==> src/rtl/fifo_pkg.sv <==
// State encoding and default data width shared by the FIFO sender and receiver.
// Both sides decode the same 3-bit state values, so keep this the single source.
package fifo_pkg;

  localparam int DW_DEFAULT = 8;

  typedef enum logic [2:0] {
    S_IDLE  = 3'd0,
    S_RD    = 3'd1,
    S_FETCH = 3'd2,
    S_REQ   = 3'd3,
    S_GAP   = 3'd4,
    S_ERR   = 3'd5
  } state_t;

endpackage

==> src/rtl/fifo_tx_sender_ack_timer.sv <==
// Ack-wait cycle counter plus retry counter for the FIFO sender.
// expire flags the last waiting cycle; retries_exhausted flags the final allowed retry.
module ack_timer
  import fifo_pkg::*;
#(
  parameter int ACK_TIMEOUT = 16,
  parameter int MAX_RETRY   = 3
) (
  input  logic clk,
  input  logic rst_n,
  input  logic clr,
  input  logic tick,
  input  logic retry_inc,
  output logic expire,
  output logic retries_exhausted
);

  localparam int TW = (ACK_TIMEOUT > 1) ? $clog2(ACK_TIMEOUT) : 1;
  localparam int RW = (MAX_RETRY > 0) ? $clog2(MAX_RETRY + 1) : 1;
  localparam logic [TW-1:0] T_LAST = TW'(ACK_TIMEOUT - 1);
  localparam logic [RW-1:0] R_LAST = RW'(MAX_RETRY);

  logic [TW-1:0] tcnt;
  logic [RW-1:0] rcnt;

  // A retry restarts the wait window, so the gap cycle always begins with tcnt at zero.
  always_ff @(posedge clk or negedge rst_n) begin
    if (!rst_n) begin
      tcnt <= '0;
      rcnt <= '0;
    end else if (clr) begin
      tcnt <= '0;
      rcnt <= '0;
    end else if (retry_inc) begin
      tcnt <= '0;
      rcnt <= rcnt + 1'b1;
    end else if (tick) begin
      tcnt <= tcnt + 1'b1;
    end
  end

  assign expire            = (tcnt == T_LAST);
  assign retries_exhausted = (rcnt == R_LAST);

endmodule

==> src/rtl/fifo_tx_sender.sv <==
// Read-side sender: pops one FIFO word at a time and holds it on tx_data/tx_valid until acked.
// Missing acks trigger bounded re-presentation, then a sticky error until err_clr.
module fifo_tx_sender
  import fifo_pkg::*;
#(
  parameter int DW          = DW_DEFAULT,
  parameter int ACK_TIMEOUT = 16,
  parameter int MAX_RETRY   = 3,
  parameter int CW          = 16
) (
  input  logic          clk,
  input  logic          rst_n,
  input  logic          fifo_empty,
  input  logic [DW-1:0] fifo_rd_data,
  output logic          fifo_rd_en,
  output logic [DW-1:0] tx_data,
  output logic          tx_valid,
  input  logic          ack,
  input  logic          err_clr,
  output logic          err,
  output logic          busy,
  output logic [CW-1:0] xfer_count
);

  state_t state, state_nxt;
  logic   expire, exhausted;
  logic   tmr_clr, tmr_tick, tmr_retry, err_set;

  ack_timer #(
    .ACK_TIMEOUT(ACK_TIMEOUT),
    .MAX_RETRY  (MAX_RETRY)
  ) u_ack_timer (
    .clk              (clk),
    .rst_n            (rst_n),
    .clr              (tmr_clr),
    .tick             (tmr_tick),
    .retry_inc        (tmr_retry),
    .expire           (expire),
    .retries_exhausted(exhausted)
  );

  always_ff @(posedge clk or negedge rst_n) begin
    if (!rst_n) state <= S_IDLE;
    else        state <= state_nxt;
  end

  always_comb begin
    state_nxt = state;
    tmr_clr   = 1'b0;
    tmr_tick  = 1'b0;
    tmr_retry = 1'b0;
    err_set   = 1'b0;
    case (state)
      S_IDLE:  if (!fifo_empty) state_nxt = S_RD;
      S_RD:    state_nxt = S_FETCH;
      S_FETCH: begin
        tmr_clr   = 1'b1;
        state_nxt = S_REQ;
      end
      S_REQ: begin
        // Ack takes priority over an expiry landing in the same cycle.
        if (ack) begin
          state_nxt = S_IDLE;
        end else if (expire) begin
          if (exhausted) begin
            err_set   = 1'b1;
            state_nxt = S_ERR;
          end else begin
            tmr_retry = 1'b1;
            state_nxt = S_GAP;
          end
        end else begin
          tmr_tick = 1'b1;
        end
      end
      S_GAP:   state_nxt = S_REQ;
      S_ERR:   if (err_clr) state_nxt = S_IDLE;
      default: state_nxt = S_IDLE;
    endcase
  end

  assign fifo_rd_en = (state == S_RD);
  assign tx_valid   = (state == S_REQ);
  assign busy       = (state != S_IDLE);

  // FIFO data is valid in S_FETCH, one cycle after the pop strobe.
  always_ff @(posedge clk or negedge rst_n) begin
    if (!rst_n) begin
      tx_data    <= '0;
      err        <= 1'b0;
      xfer_count <= '0;
    end else begin
      if (state == S_FETCH) tx_data <= fifo_rd_data;
      if (err_set) err <= 1'b1;
      else if (state == S_ERR && err_clr) err <= 1'b0;
      if (state == S_REQ && ack) xfer_count <= xfer_count + 1'b1;
    end
  end

endmodule

==> config.mk <==
export PLATFORM = sky130hd
export DESIGN_NAME = fifo_tx_sender
export DESIGN_NICKNAME = d
export VERILOG_FILES = /design/src/rtl/fifo_pkg.sv /design/src/rtl/fifo_tx_sender_ack_timer.sv /design/src/rtl/fifo_tx_sender.sv
export SDC_FILE = /design/constraint.sdc
export NUM_CORES = 1
export LEC_CHECK = 0
export ABC_AREA = 1
export CAP_MARGIN = 15
export CORE_MARGIN = 2
export CORE_UTILIZATION = 45
export CTS_CLUSTER_DIAMETER = 80
export CTS_CLUSTER_SIZE = 28
export DETAILED_ROUTE_END_ITERATION = 6
export PLACE_DENSITY = 0.85
export SYNTH_ARGS = -nofsm -noshare
export SYNTH_HDL_FRONTEND = slang
export SYNTH_HIERARCHICAL = 1
export SYNTH_SLANG_ARGS = --single-unit
==> constraint.sdc <==
create_clock -name clk -period 1.8 [get_ports clk]
set_input_delay 0.18 -clock clk [delete_from_list [all_inputs] [get_ports clk]]
set_output_delay 0.18 -clock clk [all_outputs]
set_load 0.02 [all_outputs]
# --- After elaboration in Yosys (flattened, before gate mapping) ---
# Cells that the tools add are included.
totals:
  inputBits: 13
  reg_bits: 34
  output_inout_bits: 28
classes:
  addsub: 3
  reduce_logical: 9
  n_eq_ne: 10
  n_mux: 25
ops:
  columns: ["operator", "n"]
  rows:
  - ["adder 16 x 1 -> 16 bit (second input constant)", 1]
  - ["2-to-1 mux 1 bit", 15]
  - ["one-hot mux 3 bit (5 select lines)", 1]
  - ["2-to-1 mux 3 bit", 4]
  - ["2-to-1 mux 4 bit", 3]
  - ["== test 3 x 2 -> 1 bit (second input constant)", 2]
  - ["== test 3 bit (second input constant)", 2]
  - ["nonzero test 3 bit", 2]
  - ["adder 4 x 1 -> 4 bit (second input constant)", 1]
  - ["== test 4 bit (second input constant)", 1]
  - ["2-to-1 mux 2 bit", 2]
  - ["!= test 2 bit (second input constant)", 2]
  - ["nonzero test 2 bit", 2]
  - ["== test 3 x 1 -> 1 bit (second input constant)", 1]
  - ["zero test 3 bit", 1]
  - ["!= test 3 x 1 -> 1 bit (second input constant)", 1]
  - ["AND reduction 3 bit", 1]
  - ["adder 2 x 1 -> 2 bit (second input constant)", 1]
  - ["== test 2 bit (second input constant)", 1]
  - ["logical AND 1 bit", 2]
  - ["OR reduction 2 bit", 1]

# --- Depth between registers and ports, before layout ---
# Gate-level depths: netlist of the first run.
depth:
  ltp_word: 7
  ltp_mapped: 8
  depth_no_buf: 8

# --- Cells and area by module ---
# The synthesis of the first run kept the hierarchy.
modules_own_cells:
  columns: ["mod", "seq_area_each_um2", "n_inst", "cells_each", "area_per_inst_um2"]
  rows:
  - ["fifo_tx_sender", 700.7, 1, 192, 1463.9]
  - ["ack_timer", 150.1, 1, 35, 300.3]

# --- Least setup slack after synthesis of the first run ---
# OpenSTA, ideal clock, no wires.
synth_timing:
  kind: "flip-flop to flip-flop"
  start: "register u_ack_timer.tcnt[0]"
  end: "register u_ack_timer.rcnt[0]"
  stages_incl_launch_ff: 8
  setup_slack_ns: 0.117
  synth_period_minus_slack_ns: 1.683
  setup_ns: 0.125
  n_path_buf: 0
  arrival_time_ns: 1.557
  path_cell_list: "dfrtp_1 -> ha_1 -> inv_1 -> nor3_1 -> inv_1 -> nor3_1 -> xnor2_1 -> nor2_1"
synth_between:
  elab_chain_len: 5
synth_lines:
  columns: ["item", "line", "source"]
  rows:
  - ["from (decl)", "fifo_tx_sender_ack_timer.sv:23", "logic [TW-1:0] tcnt;"]
  - ["from (signal assigned)", "fifo_tx_sender_ack_timer.sv:38", "tcnt <= tcnt + 1'b1;"]
  - ["== test 4 bit", "fifo_tx_sender_ack_timer.sv:42", "assign expire = (tcnt == T_LAST);"]
  - ["net expire", "fifo_tx_sender.sv:26", "logic expire, exhausted;"]
  - ["2-to-1 mux 1 bit", "fifo_tx_sender.sv:64", "end else if (expire) begin"]
  - ["2-to-1 mux 1 bit", "fifo_tx_sender.sv:62", "if (ack) begin"]
  - ["2-to-1 mux 1 bit", "fifo_tx_sender.sv:53", "case (state)"]
  - ["net tmr_retry", "fifo_tx_sender.sv:27", "logic tmr_clr, tmr_tick, tmr_retry, err_set;"]
  - ["nonzero test 2 bit (no source line)", null, null]
  - ["to (signal assigned)", "fifo_tx_sender_ack_timer.sv:36", "rcnt <= rcnt + 1'b1;"]
  - ["to (decl)", "fifo_tx_sender_ack_timer.sv:24", "logic [RW-1:0] rcnt;"]
# The timed path passes the listed nets, and every way through them passes these cells.
# A chain may end at the register's enable or synchronous reset.

# --- Worst setup path in the final report of the first run ---
layout_timing:
  start: "register state[2]"
  end: "output busy"
layout_between:
  elab_chain_len: 1
layout_lines:
  columns: ["item", "line", "source"]
  rows:
  - ["from (decl)", "fifo_tx_sender.sv:25", "state_t state, state_nxt;"]
  - ["from (signal assigned)", "fifo_tx_sender.sv:44", "else state <= state_nxt;"]
  - ["nonzero test 3 bit", "fifo_tx_sender.sv:84", "assign busy = (state != S_IDLE);"]
  - ["to (decl)", "fifo_tx_sender.sv:21", "output logic busy,"]
# Every way passes these cells.

==> impl_metrics.toml, run 1 <==
[placed_design]
dpl_cell_area_mm2 = 0.00225
place.gp.congestion = 0.814
dp.cells = 318
numPortBuffers = 40
hpwl_mm = 2.73

[yosys]
synth_edf_count = 0
async_flop_share_pct = 100
ys_seq_area_share_pct = 48.2
syn_nets = 243
syn_inst = 227
netlist_area_mm2 = 0.00176
ys_ff_latch = 34
avgSynthCellArea_um2 = 7.77
synthFlopType = "dfrtp_1"
yosys_warnings = 6
yosys.cell_types.count = 25

[floorplan]
initial_utilization_pct = 47.5
ios = 41
die_h_um = 66.6
rows = 22
coreArea_mm2 = 0.00372
fp.dieArea_mm2 = 0.00444
fp.dieW_um = 66.6

[drt]
initialDrtViolationCount = 167
wl_mm = 3.67
vias = 1595
firstDrtPassIters = 4
drc = 0
ant_nets = 0
vias_per_cell = 4.89
wl_per_cell_um = 11.2

[worst_setup_path]
slowest_stage = "clkdlybuf4s50_1"
max_stage_delay_ns = 0.60
reg2regPathDepth = 8
cp_data_required_time_ns = 1.62
cp-start-kind = "flip-flop"
critPathCaptureType = "output pin"
path_cells = "inv_1 > nand2_1 > clkdlybuf4s50_1"
path_max_fanout = 6
critPathKind = "reg -> out"
crit_arrival_ns = 1.53
r2r_end = "u_ack_timer/tcnt[2]"
reg2reg_setup_slack_ns = 0.22
r2r_start = "state[0]"

[clock_tree]
root_buffer = "clkbuf_8"
htree_levels = 2
cts_resized = 2
cts.sinks = 34
post_cts_buffers = 0
clk_pin_slew_ns = 0.07
clock_path_buffers = 2
cts_hold_buf = 0
cts_tree = "yes"
cts_buffers = 5
clk-insertion-delay-late_ns = 0.29

[sta]
tns_ns = 0
hold_viol = 0
fin_hold_ws_ns = 0.304
post-route-min-period_ns = 1.71
slew-limit-headroom_pct = 71.0
final-max-slew-violation-count = 0
fmax_ghz = 0.585
post-route-period-util_pct = 95.0
worst_slew_pin_slew_ns = 0.433
finClkSkew_ns = 0.00978
rsz0062_at_grt = "false"
report.final.setup_viol = 0

[power]
max-vdd-ir-drop_mv = 0.663
power.density_mw_per_mm2 = 1280
power.leakage_nw = 1.13
p_total_mw = 2.99

[finish]
fill_cells = 333
layout.cells.non_filler = 326
n_antenna_cell = 0
multiInputGateArea_um2 = 810
synthToLayoutAreaGrowth_pct = 33.0
nNetsFinal = 293
regArea_um2 = 852
drive_gt1_share_pct = 8.63
fin_area_mm2 = 0.00235

[flow_run]
maxCapViolCount = 0

[status]
status = "complete, no violations"

[global_route]
grt_max_degree = 35
grt_use_total_pct = 19.0
grt_pass1_vias = 1541
grt_pass1_wl_mm = 6.39
antenna_found_initial = 0
overflow = 0

[min_path]
worstHoldPathType = "in -> async"
synth_stat cells (2+ instances only):
library cell,instances,area [um^2]
nor3_1,6,30.0
dfrtp_1,34,851
nor2_4,3,33.8
nand2_2,3,18.8
nand2_1,76,285
inv_1,28,105
o21ai_1,2,10.0
nand2_4,2,22.5
nor2_1,29,109
nand4_1,4,25.0
xnor2_1,6,52.6
nand3_1,13,65.1
ha_1,3,37.5
o21ai_0,7,35.0
flip-flops by register name (all words and copies together), names as in the netlist:
name and count:
xfer_count 16, tx_data 8, u_ack_timer/tcnt 4, state 3
u_ack_timer/rcnt 2, err 1
where the power goes:
group | switching, mW | internal (mW)
clock network | 0.264 | 0.308
registers | 0.184 | 0.960
logic | 0.722 | 0.557
total | 1.17 | 1.82
final cells by class:
cell class / count / area share (%)
Clock inverter: 1 / 0.213
Timing Repair Buffer: 43 / 18.1
Tap cell: 48 / 2.56
Clock buffer: 7 / 3.68
Sequential cell: 34 / 36.3
Inverter: 29 / 4.64
Multi-Input combinational cell: 164 / 34.5
cells by family (layout without fill, tap and decap cells):
logic type	after synthesis	count (layout)	synth area share, %
simple gates	141	141	36.0
flops	34	34	48.2
buf+inv	29	80	6.17
compound gates	13	13	3.97
xor+xnor	7	7	3.48
fa+ha+maj	3	3	2.13
worst max path at each step:
stage / from / endpoint / slack [ns] / cells past startpoint
after floorplan: u_ack_timer/tcnt[0] / u_ack_timer/rcnt[0] / 0.12 / 7
after global placement: ack / xfer_count[8] / 0.16 / 6
after detailed placement: ack / xfer_count[9] / 0.13 / 8
after CTS: state[1] / fifo_rd_en / 0.03 / 4
after global routing: state[0] / busy / 0.01 / 3
final: state[2] / busy / 0.09 / 3
metrics by stage:
step | utilization [%] | setup WS, ns
6_report | 63.1 | 0.0896
4_1_cts | 62.9 | 0.0326
5_1_grt | 63.1 | 0.0103
2_1_floorplan | - | 0.117
3_5_place_dp | 60.5 | 0.125
3_3_place_gp | 60.5 | 0.162
worst max-delay path, delay by kind of cell (launching register included):
| family | cells | cell delay [ns] |
|---|---|---|
| buffers and inverters | 2 | 0.73 |
| flip-flops | 1 | 0.44 |
| AND/OR/NAND/NOR | 1 | 0.09 |
placed cells by master, fill, tap and decap left out, drive strengths merged, types with 2 or more instances in the layout:
master          n
clkinv          2
nand3          14
clkbuf          7
nor2           33
o21ai           9
ha              3
clkdlybuf4s50  38
nor3            7
dfrtp          34
nand2          81
nand4           4
buf             3
xnor2           6
inv            28
routing by layer:
metal / vias up / global-route usage (%) / part of all wire [%]
li1: 808 / - / -
met1: 738 / 21.3 / 43
met2: 43 / 34.6 / 51
met3: 6 / 4.90 / 4.6
met4: 0 / 6.12 / 1.4
met5: - / 0 / 0
(Power assumes the default switching activity.)
==> run 2: changes to the inputs <==
- HOLD_SLACK_MARGIN: unset -> 0.1
- PLACE_DENSITY: 0.85 -> 0.82
- clock period: 1.8 -> 2 ns (I/O delays scaled with it)
==> run 2 against run 1 <==
Sequential share of layout area shrank 0.053 points. Clock power is 11% lower. Non-clock buffer count increased by 1. Critical endpoint is now tx_valid. Critical path type unchanged. Count of clock-buffer cells in the layout unchanged. Worst hold slack better by 0.026 ns. Die area unchanged. Critical path depth unchanged. Flip-flop and latch count did not move. Via count up 0.31%. Clock skew down 0.0043 ns.
==> impl_metrics.toml, run 2 (synthesized netlist as in run 1, its figures left out) <==
[finish]
n_antenna_cell = 0
layout_common_cells = "76 x nand2_1, 40 x clkdlybuf4s50_1, 34 x dfrtp_1, 29 x nor2_1, 28 x inv_1"
fill_cells = 333
final_common_cell = "nand2_1"
fin_util_pct = 63.1
synthToLayoutAreaGrowth_pct = 33.0
largest_reg_flops = 16
drive_gt1_share_pct = 8.24
nNetsFinal = 294
largest_register = "xfer_count"
reg_top3 = "xfer_count: 16 flops, tx_data: 8 flops, u_ack_timer/tcnt: 4 flops"

[global_route]
antenna_found_initial = 0
grt_pass1_wl_mm = 6.47
grt_max_degree = 35
overflow = 0
grt_pass1_vias = 1559
grt_use_total_pct = 19.2

[min_path]
worstHoldPathType = "in -> async"

[sta]
fmax_ghz = 0.541
final-max-slew-violation-count = 0
tns_ns = 0
fin_hold_ws_ns = 0.330
post-route-min-period_ns = 1.85
hold_viol = 0
slew-limit-headroom_pct = 71.5
finClkSkew_ns = 0.00545
rsz0062_at_grt = "false"
worst_slew_pin_slew_ns = 0.428
post-route-period-util_pct = 92.5
report.final.setup_viol = 0
setup_slack_ns = 0.151

[worst_setup_path]
crit_buf_inv = 1
critPathCaptureType = "output pin"
crit_cells = 3
crit_arrival_ns = 1.65
path_cells = "nand2_2 > nor2_4 > clkdlybuf4s50_1"
crit_family = "buffers and inverters"
slowest_stage = "clkdlybuf4s50_1"
critPathKind = "reg -> out"
cp_data_required_time_ns = 1.80
cp-start-kind = "flip-flop"
path_max_fanout = 7
reg2regPathDepth = 9
max_stage_delay_ns = 0.63

[drt]
drc = 0
ant_nets = 0
wl_met1_mm = 1.54
wl_met3_um = 193
vias = 1600
wl_mm = 3.67
route.met2.wl_mm = 1.90
top_layer_used = "met4"
wl_per_cell_um = 11.2
initialDrtViolationCount = 117
firstDrtPassIters = 4
vias_per_cell = 4.89

[clock_tree]
clock_path_buffers = 2
root_buffer = "clkbuf_8"
cts_tree = "yes"
cts.sinks = 34
clk_pin_slew_ns = 0.07
clk-insertion-delay-late_ns = 0.28
cts_buffers = 5
post_cts_buffers = 0
cts_hold_buf = 0
htree_levels = 2
cts_resized = 0

[floorplan]
initial_utilization_pct = 47.5
coreArea_mm2 = 0.00372
die_h_um = 66.6
rows = 22
ios = 41
fp.dieW_um = 66.6
fp.dieArea_mm2 = 0.00444

[flow_run]
maxCapViolCount = 0

[placed_design]
place_ws_ns = 0.268
hpwl_mm = 2.82
place.gp.congestion = 0.808
numPortBuffers = 40

[power]
max-vdd-ir-drop_mv = 0.633
power.density_mw_per_mm2 = 1150
power.leakage_nw = 1.12

[status]
status = "complete, no violations"
[run 2: changes by cell type in the layout (fill, tap and decap cells not counted), sizes merged]
| cell | change |
|---|---|
| dlygate4sd2 | -1 |
| clkdlybuf4s50 | +2 |
| buf | +1 |
| dlymetal6s2s | -1 |
[run 2: path summary, 6_finish.rpt]
kind,slack [ns],endpoint,startpoint
setup / recovery,0.15,tx_valid,state[0]
hold / removal,0.33,xfer_count[3],rst_n
setup reg to reg,0.36,u_ack_timer/rcnt[1],u_ack_timer/tcnt[0]
hold reg to reg,0.48,tx_data[1],tx_data[1]
max in group asynchronous,1.36,u_ack_timer/tcnt[3],rst_n
min in group clk,0.45,tx_data[0],fifo_rd_data[0]
[run 2: final cells by class]
| cell class | instances | area [um^2] | area share, % |
|---|---|---|---|
| timing repair buffer | 44 | 430 | 18.3 |
| tap | 48 | 60.1 | 2.56 |
| inverter | 29 | 109 | 4.64 |
| clock inverter | 1 | 5.00 | 0.213 |
| clock buffer | 7 | 86.3 | 3.68 |
| sequential | 34 | 851 | 36.3 |
| multi-input combinational | 164 | 805 | 34.3 |
[run 2: power by group]
group,switching (mW),internal (mW)
Clock,0.230,0.277
Sequential,0.163,0.864
Combinational,0.643,0.523
Total,1.04,1.66
[run 2: routing by layer]
metal / global-route usage, % / up-vias
met2: 34.9 / 50
met3: 4.56 / 4
li1: - / 808
met4: 7.40 / 0
met5: 0 / -
met1: 21.6 / 738
[run 2: per-stage QoR]
| stage | cells | total power [mW] | cell area (um^2) |
|---|---|---|---|
| 2_1_floorplan | 227 | 1.69 | 1760 |
| 3_3_place_gp | 319 | 2.19 | 2250 |
| 3_5_place_dp | 319 | 2.22 | 2250 |
| 4_1_cts | 327 | 2.74 | 2350 |
| 5_1_grt | 327 | 2.92 | 2350 |
| 6_report | 327 | 2.70 | 2350 |
==> run 3: changes to the inputs <==
- HOLD_SLACK_MARGIN: 0.1 -> unset
==> results of run 3 <==
Final layout, timing and power as in run 2 (identical DEF).
